File: src/rtl/rr_arbiter_4_pkg.sv
// Shared definitions for the four-requester round-robin arbiter:
// FSM state encodings, requester count, index width and a one-hot helper.
package rr_arbiter_4_pkg;

  localparam int NUM_REQ = 4;
  localparam int IDX_W   = 2;

  typedef enum logic {
    ST_IDLE  = 1'b0,
    ST_GRANT = 1'b1
  } state_e;

  function automatic logic [NUM_REQ-1:0] idx2onehot(input logic [IDX_W-1:0] idx);
    return NUM_REQ'(1) << idx;
  endfunction

endpackage

File: src/rtl/rr_arbiter_4_if.sv
// Request/grant bundle between the requesting agents (master) and the arbiter (slave).
interface rr_arbiter_4_if;
  import rr_arbiter_4_pkg::*;

  logic               en;
  logic [NUM_REQ-1:0] req;
  logic [NUM_REQ-1:0] gnt;
  logic [IDX_W-1:0]   gnt_idx;
  logic               gnt_valid;
  logic               timeout;

  modport master (
    output en, req,
    input  gnt, gnt_idx, gnt_valid, timeout
  );

  modport slave (
    input  en, req,
    output gnt, gnt_idx, gnt_valid, timeout
  );

endinterface

File: src/rtl/rr_arbiter_4_pick.sv
// Combinational rotating-priority picker: the first set request at or after ptr
// (modulo 4) wins.
module rr_pick_4
  import rr_arbiter_4_pkg::*;
(
  input  logic [NUM_REQ-1:0] req,
  input  logic [IDX_W-1:0]   ptr,
  output logic               any,
  output logic [IDX_W-1:0]   idx
);

  logic [NUM_REQ-1:0] rot;
  logic [IDX_W-1:0]   enc;

  // Rotate so ptr lands on bit 0, fixed-priority encode, then undo the rotation.
  always_comb begin
    rot = '0;
    for (int i = 0; i < NUM_REQ; i++) begin
      rot[i] = req[IDX_W'(i) + ptr];
    end
    enc = '0;
    for (int i = NUM_REQ - 1; i >= 0; i--) begin
      if (rot[i]) enc = IDX_W'(i);
    end
  end

  assign any = |rot;
  assign idx = enc + ptr;

endmodule

File: src/rtl/rr_arbiter_4.sv
// Four-requester round-robin arbiter with registered one-hot grant, encoded index
// and a bounded hold time that forcibly revokes a grant after MAX_HOLD cycles.
//
//   state    | meaning
//   ---------+-----------------------------------------------------------
//   ST_IDLE  | no grant held; picks the next owner when en=1 and req!=0
//   ST_GRANT | gnt_idx owns the resource; ends on release or hold timeout
module rr_arbiter_4
  import rr_arbiter_4_pkg::*;
#(
  parameter int MAX_HOLD = 8,
  parameter int CNT_W    = 4
)(
  input  logic          clk,
  input  logic          rst_n,
  rr_arbiter_4_if.slave bus
);

  localparam logic [CNT_W-1:0] HOLD_LAST = CNT_W'(MAX_HOLD - 1);

  state_e             state_q,    state_d;
  logic [IDX_W-1:0]   ptr_q,      ptr_d;
  logic [CNT_W-1:0]   hold_cnt_q, hold_cnt_d;
  logic [NUM_REQ-1:0] gnt_q,      gnt_d;
  logic [IDX_W-1:0]   gnt_idx_q,  gnt_idx_d;
  logic               timeout_q,  timeout_d;

  logic               pick_any;
  logic [IDX_W-1:0]   pick_idx;

  rr_pick_4 u_pick (
    .req (bus.req),
    .ptr (ptr_q),
    .any (pick_any),
    .idx (pick_idx)
  );

  always_comb begin
    state_d    = state_q;
    ptr_d      = ptr_q;
    hold_cnt_d = hold_cnt_q;
    gnt_d      = gnt_q;
    gnt_idx_d  = gnt_idx_q;
    timeout_d  = 1'b0;
    case (state_q)
      ST_IDLE: begin
        if (bus.en && pick_any) begin
          state_d    = ST_GRANT;
          gnt_d      = idx2onehot(pick_idx);
          gnt_idx_d  = pick_idx;
          hold_cnt_d = '0;
        end
      end
      ST_GRANT: begin
        // Owner done or out of hold budget: priority moves past the owner.
        if (!bus.req[gnt_idx_q]) begin
          state_d    = ST_IDLE;
          gnt_d      = '0;
          hold_cnt_d = '0;
          ptr_d      = gnt_idx_q + IDX_W'(1);
        end else if (hold_cnt_q == HOLD_LAST) begin
          state_d    = ST_IDLE;
          gnt_d      = '0;
          hold_cnt_d = '0;
          timeout_d  = 1'b1;
          ptr_d      = gnt_idx_q + IDX_W'(1);
        end else begin
          hold_cnt_d = hold_cnt_q + CNT_W'(1);
        end
      end
      default: begin
        state_d = ST_IDLE;
        gnt_d   = '0;
      end
    endcase
  end

  always_ff @(posedge clk or negedge rst_n) begin
    if (!rst_n) begin
      state_q    <= ST_IDLE;
      ptr_q      <= '0;
      hold_cnt_q <= '0;
      gnt_q      <= '0;
      gnt_idx_q  <= '0;
      timeout_q  <= 1'b0;
    end else begin
      state_q    <= state_d;
      ptr_q      <= ptr_d;
      hold_cnt_q <= hold_cnt_d;
      gnt_q      <= gnt_d;
      gnt_idx_q  <= gnt_idx_d;
      timeout_q  <= timeout_d;
    end
  end

  assign bus.gnt       = gnt_q;
  assign bus.gnt_idx   = gnt_idx_q;
  assign bus.gnt_valid = |gnt_q;
  assign bus.timeout   = timeout_q;

endmodule
File: src/flat_wrapper.sv
// flat-port wrapper written by rule: the top's interface ports become plain ports
module rr_arbiter_4_flat import rr_arbiter_4_pkg::*;
#(
  parameter int MAX_HOLD = 8,
  parameter int CNT_W    = 4
)
  (clk, rst_n, bus_en, bus_req, bus_gnt, bus_gnt_idx, bus_gnt_valid, bus_timeout);
  rr_arbiter_4_if bus_i ();
  input  logic clk;
  input  logic rst_n;
  input wire logic [$bits(bus_i.en)-1:0] bus_en;
  input wire logic [$bits(bus_i.req)-1:0] bus_req;
  output wire logic [$bits(bus_i.gnt)-1:0] bus_gnt;
  output wire logic [$bits(bus_i.gnt_idx)-1:0] bus_gnt_idx;
  output wire logic [$bits(bus_i.gnt_valid)-1:0] bus_gnt_valid;
  output wire logic [$bits(bus_i.timeout)-1:0] bus_timeout;
  assign bus_i.en = bus_en;
  assign bus_i.req = bus_req;
  assign bus_gnt = bus_i.gnt;
  assign bus_gnt_idx = bus_i.gnt_idx;
  assign bus_gnt_valid = bus_i.gnt_valid;
  assign bus_timeout = bus_i.timeout;
  rr_arbiter_4 #(.MAX_HOLD(MAX_HOLD), .CNT_W(CNT_W)) u_core (.clk(clk), .rst_n(rst_n), .bus(bus_i));
endmodule
File: config.mk
export PLATFORM = sky130hd
export DESIGN_NAME = rr_arbiter_4_flat
export DESIGN_NICKNAME = d
export VERILOG_FILES = /design/src/rtl/rr_arbiter_4_pkg.sv /design/src/rtl/rr_arbiter_4_if.sv /design/src/rtl/rr_arbiter_4_pick.sv /design/src/rtl/rr_arbiter_4.sv /design/src/flat_wrapper.sv
export SDC_FILE = /design/constraint.sdc
export NUM_CORES = 1
export LEC_CHECK = 0
export CORE_ASPECT_RATIO = 1.25
export CORE_MARGIN = 2
export CORE_UTILIZATION = 40
export DETAILED_ROUTE_END_ITERATION = 8
export HOLD_SLACK_MARGIN = 0.06
export PLACE_DENSITY_LB_ADDON = 0.05
export SLEW_MARGIN = 20
export SYNTH_ARGS = -nofsm -noshare
export SYNTH_HDL_FRONTEND = slang
export SYNTH_HIERARCHICAL = 1
export SYNTH_SLANG_ARGS = --single-unit
File: constraint.sdc
create_clock -name clk -period 2.4 [get_ports clk]
set_input_delay 0.6 -clock clk [delete_from_list [all_inputs] [get_ports clk]]
set_output_delay 0.6 -clock clk [all_outputs]
set_load 0.03 [all_outputs]
* Word level (Yosys, flattened, before mapping)
Index checks and enable logic that the tools add are counted.
** Cells by class
- Add/subtract/negate cells :: 6
- Order comparisons :: 5
- Eq/ne operators :: 4
- Shifts and indexed selects :: 1
- Muxes and demuxes :: 31
- Bitwise logic cells :: 1
- Reduce and logical (&&, ||, !) cells :: 6
** Operator list (count)
- $mux 4 :: 6
- $pmux 4 s2 :: 2
- $lt 2x3->1 const B :: 5
- $mux 2 :: 6
- $mux 1 :: 11
- $bmux 1 s2 :: 5
- $reduce_or 4->1 :: 2
- $reduce_and 2->1 :: 3
- $add 2x2->2 const A :: 2
- $add 4x1->4 const B :: 1
- $eq 4x3->1 const B :: 1
- $shl 1x2->4 const A :: 1
- $ne 3x3->1 const B :: 1
- $add 1x2->2 const A :: 1
- $add 2x1->2 const B :: 1
- $add 2x2->2 :: 1
- $ne 2x1->1 const B :: 1
- $ne 2x2->1 const B :: 1
- $pmux 1 s2 :: 1
- $logic_and 1x1->1 :: 1
- $not 1->1 :: 1
** Word-level totals
- Register bits after elaboration :: 14
- Input port bits :: 7
- Output and inout bits :: 8
- Word-level logic and storage cells :: 60

* Depth between registers and ports, before layout
Gate-level depths: netlist of the first run.
- Depth after elaboration :: 11
- Gate-level depth with buffers :: 10
- Gate-level depth less buffers :: 9

* Modules after synthesis
The synthesis of the first run kept the hierarchy.
** Modules (own cells, without submodules)
- rr_arbiter_4 :: times used 1, cells an instance 66, area an instance 733.2 µm², sequential area each 350.3 µm²
- rr_pick_4 :: times used 1, cells an instance 25, area an instance 166.4 µm², sequential area each 0.0 µm²

* Worst setup path after synthesis of the first run
OpenSTA, ideal clock, no wires.
- Kind :: input port to flip-flop
- Start point :: in bus_req[0]
- End point :: reg u_core.gnt_q[0] (netlist: u_core/bus.gnt[0])
- Setup time :: 96 ps
- Data arrival time :: 1981 ps
- Data required time :: 2304 ps
- Path slack :: 324 ps
- Stages on the path :: 8
- Buffers on the path :: 0
- Path through :: nor2_1 > a2bb2oi_1 > o211ai_1 > o21a_1 > ha_1 > or2_2 > or3_1 > o31ai_1
** On the way
- Longest elaborated chain between the ends :: 10
** RTL lines
- start: declaration :: line flat_wrapper.sv:12 : input wire logic [$bits(bus_i.req)-1:0] bus_req;
- $bmux 1 s2 :: line rr_arbiter_4_pick.sv:19 : rot[i] = req[IDX_W'(i) + ptr];
- $mux 1 (implied by the code) :: line rr_arbiter_4_pick.sv:19
- $mux 2 (3 in series) :: line rr_arbiter_4_pick.sv:23 : if (rot[i]) enc = IDX_W'(i);
- $mux 2 (*) :: line rr_arbiter_4_pick.sv:23
- $add 2x2->2 (*) :: line rr_arbiter_4_pick.sv:28 : assign idx = enc + ptr;
- via u_core.pick_idx[0] :: line rr_arbiter_4.sv:29 : logic [IDX_W-1:0] pick_idx;
- $shl 1x2->4 (*) :: line rr_arbiter_4_pkg.sv:14 : return NUM_REQ'(1) << idx;
- $mux 4 (*) :: line rr_arbiter_4.sv:47 : if (bus.en && pick_any) begin
- $pmux 4 s2 (*) :: line rr_arbiter_4.sv:45 : case (state_q)
- end signal: assignment :: line rr_arbiter_4.sv:90 : gnt_q <= gnt_d;
- end: declaration :: line rr_arbiter_4.sv:24 : logic [NUM_REQ-1:0] gnt_q, gnt_d;
The timed path passes the listed nets; every way through them passes the cells marked *. The select of a mux whose other input is x is not followed.
A chain may end at the register's enable or synchronous reset.

* Worst setup path after layout of the first run
- Start point :: in bus_req[3]
- End point :: reg u_core.gnt_q[0] (netlist: u_core/bus.gnt[0])
The elaborated chain is that of the path after synthesis.

==> results of run 1 <==
[what timing repair did]
action / 4_1_cts / 5_1_grt
gates resized for setup: 0 / 7
hold buffers: 0 / 0
setup endpoints to repair: 0 / 5
[final cells by class]
type | instances | area [um^2]
multi-input cells | 69 | 531
well taps | 31 | 38.8
repair buffers | 26 | 241
flip-flops and latches | 14 | 350
clock buffers | 3 | 22.5
fillers | 206 | 961
inverters | 5 | 18.8
[stage by stage]
step	setup TNS (ps)	hold WS, ps	std cells	instance area, um^2
after floorplan	0	304	91	900
after global placement	-856	506	145	1150
after detailed placement	-1100	502	145	1150
final	0	512	148	1200
after CTS	0	513	148	1170
after global routing	-14.0	562	148	1200
[kinds of logic (layout without fill, tap and decap cells)]
family | Yosys count | after routing | share of synthesized area
simple gates | 33 | 33 | 0.184
compound gates | 21 | 21 | 0.178
flops | 14 | 14 | 0.389
mux | 8 | 8 | 0.128
buf+inv | 8 | 34 | 0.0445
xor+xnor | 5 | 5 | 0.0487
fa+ha+maj | 2 | 2 | 0.0278
[registers in the layout (all words and copies together) (netlist names)]
signal              cells
u_core/bus.gnt          4
u_core/bus.timeout      1
u_core/state_q          1
u_core/ptr_q            2
u_core/bus.gnt_idx      2
u_core/hold_cnt_q       4
[Yosys cell counts, types with 2 or more instances]
cell type	count
o21ai_1	2
a21oi_1	3
ha_1	2
mux2_4	4
nand2b_1	2
nor2_1	5
mux2_2	2
nor2b_1	3
xor2_1	3
xnor2_1	2
inv_1	5
o22ai_1	2
o211ai_1	2
o21ai_0	3
or3_1	2
nand3_1	4
dfrtp_1	14
o31ai_1	2
buf_2	2
nand2_1	11
o32ai_1	2
[worst min path at each step]
stage | startpoint | to | slack (ps) | depth (start not counted)
floorplan | rst_n | u_core/bus.gnt[0] | 300 | 0
global placement | u_core/hold_cnt_q[0] | u_core/hold_cnt_q[0] | 510 | 1
detailed placement | u_core/hold_cnt_q[0] | u_core/hold_cnt_q[0] | 500 | 1
CTS | u_core/hold_cnt_q[0] | u_core/hold_cnt_q[0] | 510 | 1
global route | u_core/hold_cnt_q[0] | u_core/hold_cnt_q[0] | 560 | 1
finish | u_core/hold_cnt_q[0] | u_core/hold_cnt_q[0] | 510 | 1
[power by group through the flow]
stage | Sequential [mW] | Combinational [mW] | Clock, mW
floorplan | 0.501 | 0.575 | 0
global placement | 0.472 | 0.933 | 0
detailed placement | 0.471 | 0.937 | 0
CTS | 0.465 | 0.941 | 0.137
global route | 0.493 | 1.05 | 0.156
finish | 0.470 | 0.963 | 0.130
[metal layers]
layer	track usage	wire length, um	share of wire
met1	0.220	850	0.45
met2	0.266	978	0.51
met5	0	0	0
met4	0.0694	16	0.0084
met3	0.0285	62	0.032
[worst max-delay path: stages]
cell and delay (ps):
clkdlybuf4s50_1 470, nor2b_1 160, a21oi_1 60, o2bb2ai_1 160
o21a_1 170, ha_4 210, or2_2 280, or3_1 310
o31ai_1 70
==> impl_metrics.ini, run 1 <==
[critical_path]
worst-path-max-fanout = 2
cp-end-kind = register
cp-start-kind = input pin
reg2regPathDepth = 9
r2r_end = u_core/bus.gnt[0]
arrival_ps = 2490
crit_type = input pin to register
regToRegSetupSlack_ps = 360
crit_start = bus_req[3]
crit_required_ps = 2580
critPathCapture = u_core/bus.gnt[0]
reg2reg_from = u_core/ptr_q[1]

[final_layout]
diodes = 0
final_cell_mix = dfrtp_1 (14), clkdlybuf4s50_1 (11), nand2_1 (11), buf_4 (11), inv_1 (5)
final_layout_size_suffix_gt1_frac = 0.239
fin_util = 0.556
final_common_cell = dfrtp_1
nNetsFinal = 128
area_delta_synth_final_pct = 33.7

[logic_synthesis]
syn_area_per_cell_um2 = 9.89
yosysWarnings = 6
synth_nets = 100
synth_edf_count = 0
yosysSeqAreaShare = 0.389
synthTopCellsByArea = dfrtp_1 (39%), mux2_4 (6.7%), nand2_1 (4.6%), o221ai_4 (2.9%), xor2_1 (2.9%)
synthDistinctLibCells = 35
yosysTopAreaCell = dfrtp_1
synthFlopType = dfrtp_1
synth_seq_cells = 14
synthesis.area_um2 = 900
syn-instance-count = 91
yosysTopAreaCellShare = 0.389
async_flop_share = 1.00

[clock_tree]
clock_path_buffers = 2
path_clk_slew_ps = 80
cts_inserted_buffers = 3
cts_tree = yes
clock_sinks = 14
clock_latency_ps = 270
cts_setup_buffers = 0
cts-root-buf = clkbuf_4
htree_levels = 1

[timing]
setup_viol = 0
hold_viol_final = 0
final_max_slew_viol_count = 0
setup_ws_ps = 92.0
clock_skew_ps = 4.12
final.period_utilization = 0.962
slew_headroom = 0.566
fin_crit_ps = 2310
fmax_mhz = 433
worst_slew_pin_slew_ps = 649

[power]
power_switching_mw = 0.673
swShare = 0.430
combPwrFrac = 0.616
p_per_area_nw_per_um2 = 1300
ir_drop_v = 0.000803
p_int_mw = 0.891
pwr-share-clk = 0.083
p_leak_nw = 0.524
power_frac_seq = 0.301
p_total_mw = 1.56

[place]
dp_hpwl_um = 1480
port_buffers = 14
place_congestion = 0.756
dp_slack_ps = -266

[status]
outcome = finished clean

[global_routing]
grt_pass1_vias = 761
grt_pass1_wl_um = 3250
grt_max_degree = 15
grt_antenna_before_repair = 0
track_usage = 0.168
grt-ovfl-total = 0

[detailed_routing]
drc = 0
wl_per_cell_um = 12.9
ant_nets = 0
vias = 766
wirelength_um = 1910
via_per_inst = 5.18
drt-pass1-iter-count = 5
drtIter0Drc = 8

[floorplan]
initial_core_util = 0.416
die-area_um2 = 2650
fp-row-count = 19
core-area_um2 = 2160
ioPinCount = 15
die_y_um = 57.0
fp.dieW_um = 46.4

[flow_run]
drv_cap = 0

[hold_path]
min_path_type = register to register
(Power assumes the default switching activity.)
==> run 2, diff against run 1 <==
--- a/config.mk
+++ b/config.mk
@@ -5,9 +5,10 @@
 export SDC_FILE = /design/constraint.sdc
 export NUM_CORES = 1
 export LEC_CHECK = 0
+export ABC_AREA = 1
 export CORE_ASPECT_RATIO = 1.25
 export CORE_MARGIN = 2
-export CORE_UTILIZATION = 40
+export CORE_UTILIZATION = 37
 export DETAILED_ROUTE_END_ITERATION = 8
 export HOLD_SLACK_MARGIN = 0.06
 export PLACE_DENSITY_LB_ADDON = 0.05
@@ -16,3 +17,4 @@
 export SYNTH_HDL_FRONTEND = slang
 export SYNTH_HIERARCHICAL = 1
 export SYNTH_SLANG_ARGS = --single-unit
+export TNS_END_PERCENT = 5
==> impl_metrics.ini, run 2 <==
[critical_path]
worst-path-max-fanout = 3
cp_top_family = simple AND/OR/NAND/NOR gates
worst_path_max_delay_cell = clkdlybuf4s50_1
arrival_ps = 2470
cp-end-kind = register
path_cells = clkdlybuf4s50_1, inv_1, nand2_1, nand2_1, nand2_1, nand2_1, nand3_1, a21oi_1, ha_1, xor2_1, inv_1, nand3_1, nand2_2, inv_2, nand4_1, nand2_1
crit_type = input pin to register
cp-start-kind = input pin
critPathBufInv = 4
cpPeakStageDelay_ps = 440
crit_required_ps = 2630
critPathMostFrequentCell = nand2_1

[final_layout]
final_common_cell = nand2_1
fin_util = 0.487
final_layout_size_suffix_gt1_frac = 0.151
area_delta_synth_final_pct = 25.5
nNetsFinal = 162
fin_area_um2 = 1170
final_cells = 185
diodes = 0
final_cell_mix = nand2_1 (54), inv_1 (14), dfrtp_1 (14)

[place]
port_buffers = 14
placed_cell_area_um2 = 1130
dp_hpwl_um = 1570
place_congestion = 0.809
dp.cells = 181
dp_slack_ps = -168

[power]
p_leak_nw = 0.631
ir_drop_v = 0.000691
p_per_area_nw_per_um2 = 1380

[clock_tree]
clock_sinks = 14
cts_setup_buffers = 0
cts_tree = yes
cts-hold-fix-buffers = 0
path_clk_slew_ps = 90
cts-root-buf = clkbuf_4
clock_latency_ps = 280
clock_path_buffers = 2
cts_inserted_buffers = 3
htree_levels = 1

[logic_synthesis]
synthTopCellsByArea = dfrtp_1 (38%), nand2_1 (22%), nand3_1 (7.0%), inv_1 (6.0%), nand3_2 (4.3%)
synth_common_cells = nand2_1 (55), inv_1 (15), dfrtp_1 (14), nand3_1 (13), nand2_2 (5)
synth_nets = 140
syn_area_per_cell_um2 = 7.12
synthDistinctLibCells = 21
yosysTopAreaCellShare = 0.376
syn-instance-count = 131
synthesis.area_um2 = 932
async_flop_share = 1.00
yosysMostFrequentCell = nand2_1
synth_edf_count = 0
yosysWarnings = 6
synthFlopType = dfrtp_1
synth_seq_cells = 14
yosysTopAreaCell = dfrtp_1
yosysSeqAreaShare = 0.376

[timing]
clock_skew_ps = 4.97
fin_crit_ps = 2240
fmax_mhz = 446
final.period_utilization = 0.935
setup_viol = 0
worst_slew_pin_slew_ps = 620
setup_ws_ps = 157
slew_headroom = 0.585
final_max_slew_viol_count = 0
hold_viol_final = 0
rsz0062_at_grt = false

[detailed_routing]
wl_per_cell_um = 10.6
drc = 0
wirelength_um = 1970
vias = 856
via_per_inst = 4.63
drt-pass1-iter-count = 4
ant_nets = 0
drtIter0Drc = 30

[global_routing]
grt_antenna_before_repair = 0
grt_pass1_wl_um = 3490
grt-ovfl-total = 0
track_usage = 0.158
grt_max_degree = 15
grt_pass1_vias = 824

[floorplan]
die_y_um = 60.1
initial_core_util = 0.388
core-area_um2 = 2400
die-area_um2 = 2940
fp-row-count = 20
ioPinCount = 15
fp.dieW_um = 48.9

[flow_run]
drv_cap = 0

[hold_path]
min_path_type = register to register

[status]
outcome = finished clean
run 2: cell count changes in the layout (fill, tap and decap cells not counted), moves of 4 or more:
| cell | change |
|---|---|
| nand2_1 | +43 |
| inv_1 | +9 |
| nand3_1 | +9 |
| buf_4 | -7 |
| nand2_2 | +6 |
| mux2_4 | -4 |
| nand3_2 | +4 |
run 2: final cells by class:
| type | instances | area (um^2) |
|---|---|---|
| repair buffers | 18 | 169 |
| well taps | 33 | 41.3 |
| fillers | 263 | 1230 |
| multi-input cells | 99 | 507 |
| flip-flops and latches | 14 | 350 |
| inverters | 17 | 66.3 |
| clock buffers | 4 | 36.3 |
run 2: worst paths after layout:
kind | start | endpoint | slack (ps) | cells past startpoint
max reg2reg | u_core/ptr_q[0] | u_core/bus.gnt[1] | 350 | 15
min | u_core/hold_cnt_q[3] | u_core/hold_cnt_q[3] | 490 | 2
min reg2reg | u_core/hold_cnt_q[3] | u_core/hold_cnt_q[3] | 490 | 2
min in group asynchronous | rst_n | u_core/hold_cnt_q[3] | 700 | 1
max | bus_req[1] | u_core/bus.gnt[1] | 160 | 16
max in group asynchronous | rst_n | u_core/ptr_q[0] | 1300 | 1
run 2: logic make-up (layout without fill, tap and decap cells):
kind of cell,count (synthesis),in the layout,share of synthesized area
AO/OA/AOI/OAI,7,7,0.0376
XOR/XNOR,4,4,0.0376
adder cells (fa/ha/maj),2,2,0.0268
buffers and inverters,18,39,0.0832
flip-flops,14,14,0.376
AND/OR/NAND/NOR,86,86,0.439
run 2: per-stage QoR:
step	hold slack, ps	TNS (ps)	power (mW)
3_3_place_gp	469	-459	1.43
2_1_floorplan	304	0	1.15
4_1_cts	493	0	1.62
3_5_place_dp	472	-650	1.45
5_1_grt	531	0	1.79
6_report	487	0	1.62
run 2: worst min-delay path: stages (launching register included):
cell and delay, ps:
dfrtp_1 350, nand2_1 50, nand2_1 60
run 2: what timing repair did:
action                                  in CTS  in global routing
gates resized for setup                      1                  2
endpoints found under the setup margin       1                  3
pin swaps                                    0                  0
endpoints found under the hold margin        0                  0
run 2: power breakdown:
part           internal, mW  total, mW  leakage [nW]  switching [mW]
registers             0.320      0.437         0.183           0.117
clock network        0.0924      0.170        0.0210          0.0772
logic                 0.390       1.01         0.428           0.623
total                 0.803       1.62         0.631           0.817
run 2: routing by layer:
metal	vias up	track usage	wire length (um)
li1	460	-	-
met1	382	0.182	867
met2	11	0.284	1040
met3	3	0.0250	38
met4	0	0.0857	28
met5	-	0	0
==> run 3, diff against run 2 <==
--- a/config.mk
+++ b/config.mk
@@ -8,7 +8,7 @@
 export ABC_AREA = 1
 export CORE_ASPECT_RATIO = 1.25
 export CORE_MARGIN = 2
-export CORE_UTILIZATION = 37
+export CORE_UTILIZATION = 50
 export DETAILED_ROUTE_END_ITERATION = 8
 export HOLD_SLACK_MARGIN = 0.06
 export PLACE_DENSITY_LB_ADDON = 0.05
==> impl_metrics.ini, run 3 (synthesis gave the netlist of run 2 again) <==
[critical_path]
crit_type = register to output pin
crit_required_ps = 1800
regToRegSetupSlack_ps = 310
cp-end-kind = output pin
cp-start-kind = register
reg2reg_from = u_core/ptr_q[0]
arrival_ps = 1570
worst-path-max-fanout = 3
reg2regPathDepth = 15
r2r_end = u_core/bus.gnt[1]

[floorplan]
ioPinCount = 15
initial_core_util = 0.528
core-area_um2 = 1770
fp-row-count = 17
die-area_um2 = 2230
die_y_um = 52.3
fp.dieW_um = 42.6

[power]
power_frac_seq = 0.274
p_per_area_nw_per_um2 = 1370
pwr-share-clk = 0.078
p_leak_nw = 0.669
p_int_mw = 0.796
power_switching_mw = 0.826
combPwrFrac = 0.648
swShare = 0.509
p_total_mw = 1.62
ir_drop_v = 0.000816

[place]
port_buffers = 14
dp.cells = 169
place_congestion = 0.848
dp_hpwl_um = 1500

[global_routing]
track_usage = 0.210
grt_pass1_vias = 857
grt_max_degree = 15
grt_pass1_wl_um = 3560
grt_antenna_before_repair = 0
grt-ovfl-total = 0

[clock_tree]
clock_path_buffers = 2
path_clk_slew_ps = 80
clock_latency_ps = 270
cts_inserted_buffers = 3
htree_levels = 1
cts_tree = yes
cts-root-buf = clkbuf_4
clock_sinks = 14
cts-hold-fix-buffers = 0

[timing]
fmax_mhz = 461
rsz0062_at_grt = false
final.period_utilization = 0.903
worst_slew_pin_slew_ps = 603
timing.hold.ws_ps = 496
slew_headroom = 0.597
setup_viol = 0
hold_viol_final = 0
clock_skew_ps = 4.66
final_max_slew_viol_count = 0
fin_crit_ps = 2170

[detailed_routing]
drt-pass1-iter-count = 4
wl_per_cell_um = 11.8
via_per_inst = 5.30
drtIter0Drc = 20
wirelength_um = 2030
vias = 911
drc = 0
ant_nets = 0

[status]
outcome = finished clean

[hold_path]
min_path_type = register to register
holdPathEnd = u_core/hold_cnt_q[3]
min-delay-start = u_core/hold_cnt_q[3]
hold_depth = 2

[final_layout]
final_cell_mix = nand2_1 (53), inv_1 (14), dfrtp_1 (14)
final_common_cell = nand2_1
num-fill-cells = 160
final_cells = 172
nNetsFinal = 164
area_delta_synth_final_pct = 26.6
final_layout_size_suffix_gt1_frac = 0.183
diodes = 0

[flow_run]
drv_cap = 0
[run 3: cell type report]
cell class | count | area (um^2) | area share
Timing Repair Buffer | 20 | 194 | 0.164
Multi-Input combinational cell | 99 | 523 | 0.443
Inverter | 17 | 66.3 | 0.0562
Clock buffer | 3 | 22.5 | 0.0191
Sequential cell | 14 | 350 | 0.297
Tap cell | 19 | 23.8 | 0.0201
[run 3: power by group through the flow]
stage	sequential (mW)	clock (mW)	combinational, mW
final	0.444	0.127	1.05
after global routing	0.459	0.141	1.18
after CTS	0.440	0.132	1.00
after detailed placement	0.444	0	1.00
after global placement	0.441	0	0.979
after floorplan	0.479	0	0.668
[run 3: worst max path at each step]
stage / slack (ps) / end / start
finish: 230 / bus_gnt_valid / u_core/bus.gnt[1]
global route: 30 / u_core/bus.gnt[0] / u_core/ptr_q[0]
CTS: 80 / u_core/bus.gnt[1] / bus_req[1]
detailed placement: -200 / u_core/bus.gnt[1] / bus_req[1]
global placement: -150 / u_core/bus.gnt[1] / bus_req[1]
floorplan: 510 / u_core/bus.gnt[0] / bus_req[1]
[run 3: critical path, stage by stage, from the launching register on]
cell and delay (ps):
dfrtp_1 410, or4_1 520, dlygate4sd2_1 370
[run 3: metal layers]
metal / routed length [um] / global-route usage / share of wire / vias to the layer above
met4: 25 / 0.115 / 0.012 / 0
met3: 55 / 0.0310 / 0.027 / 4
met2: 1060 / 0.366 / 0.52 / 16
met5: 0 / 0 / 0 / -
met1: 883 / 0.243 / 0.44 / 431
li1: - / - / - / 460
[run 3: per-stage QoR]
step	instance area [um^2]	util	TNS, ps	setup slack (ps)
2_1_floorplan	932	-	0	509
3_3_place_gp	1130	0.640	-546	-147
5_1_grt	1180	0.668	0	33.8
3_5_place_dp	1130	0.640	-804	-202
4_1_cts	1150	0.652	0	81.6
6_report	1180	0.668	0	232
[run 3: repair_timing]
| action | in CTS | in global routing |
|---|---|---|
| buffers inserted | 0 | 0 |
| pin swaps | 0 | 2 |
| gates resized for setup | 1 | 10 |
| setup endpoints to repair | 1 | 5 |
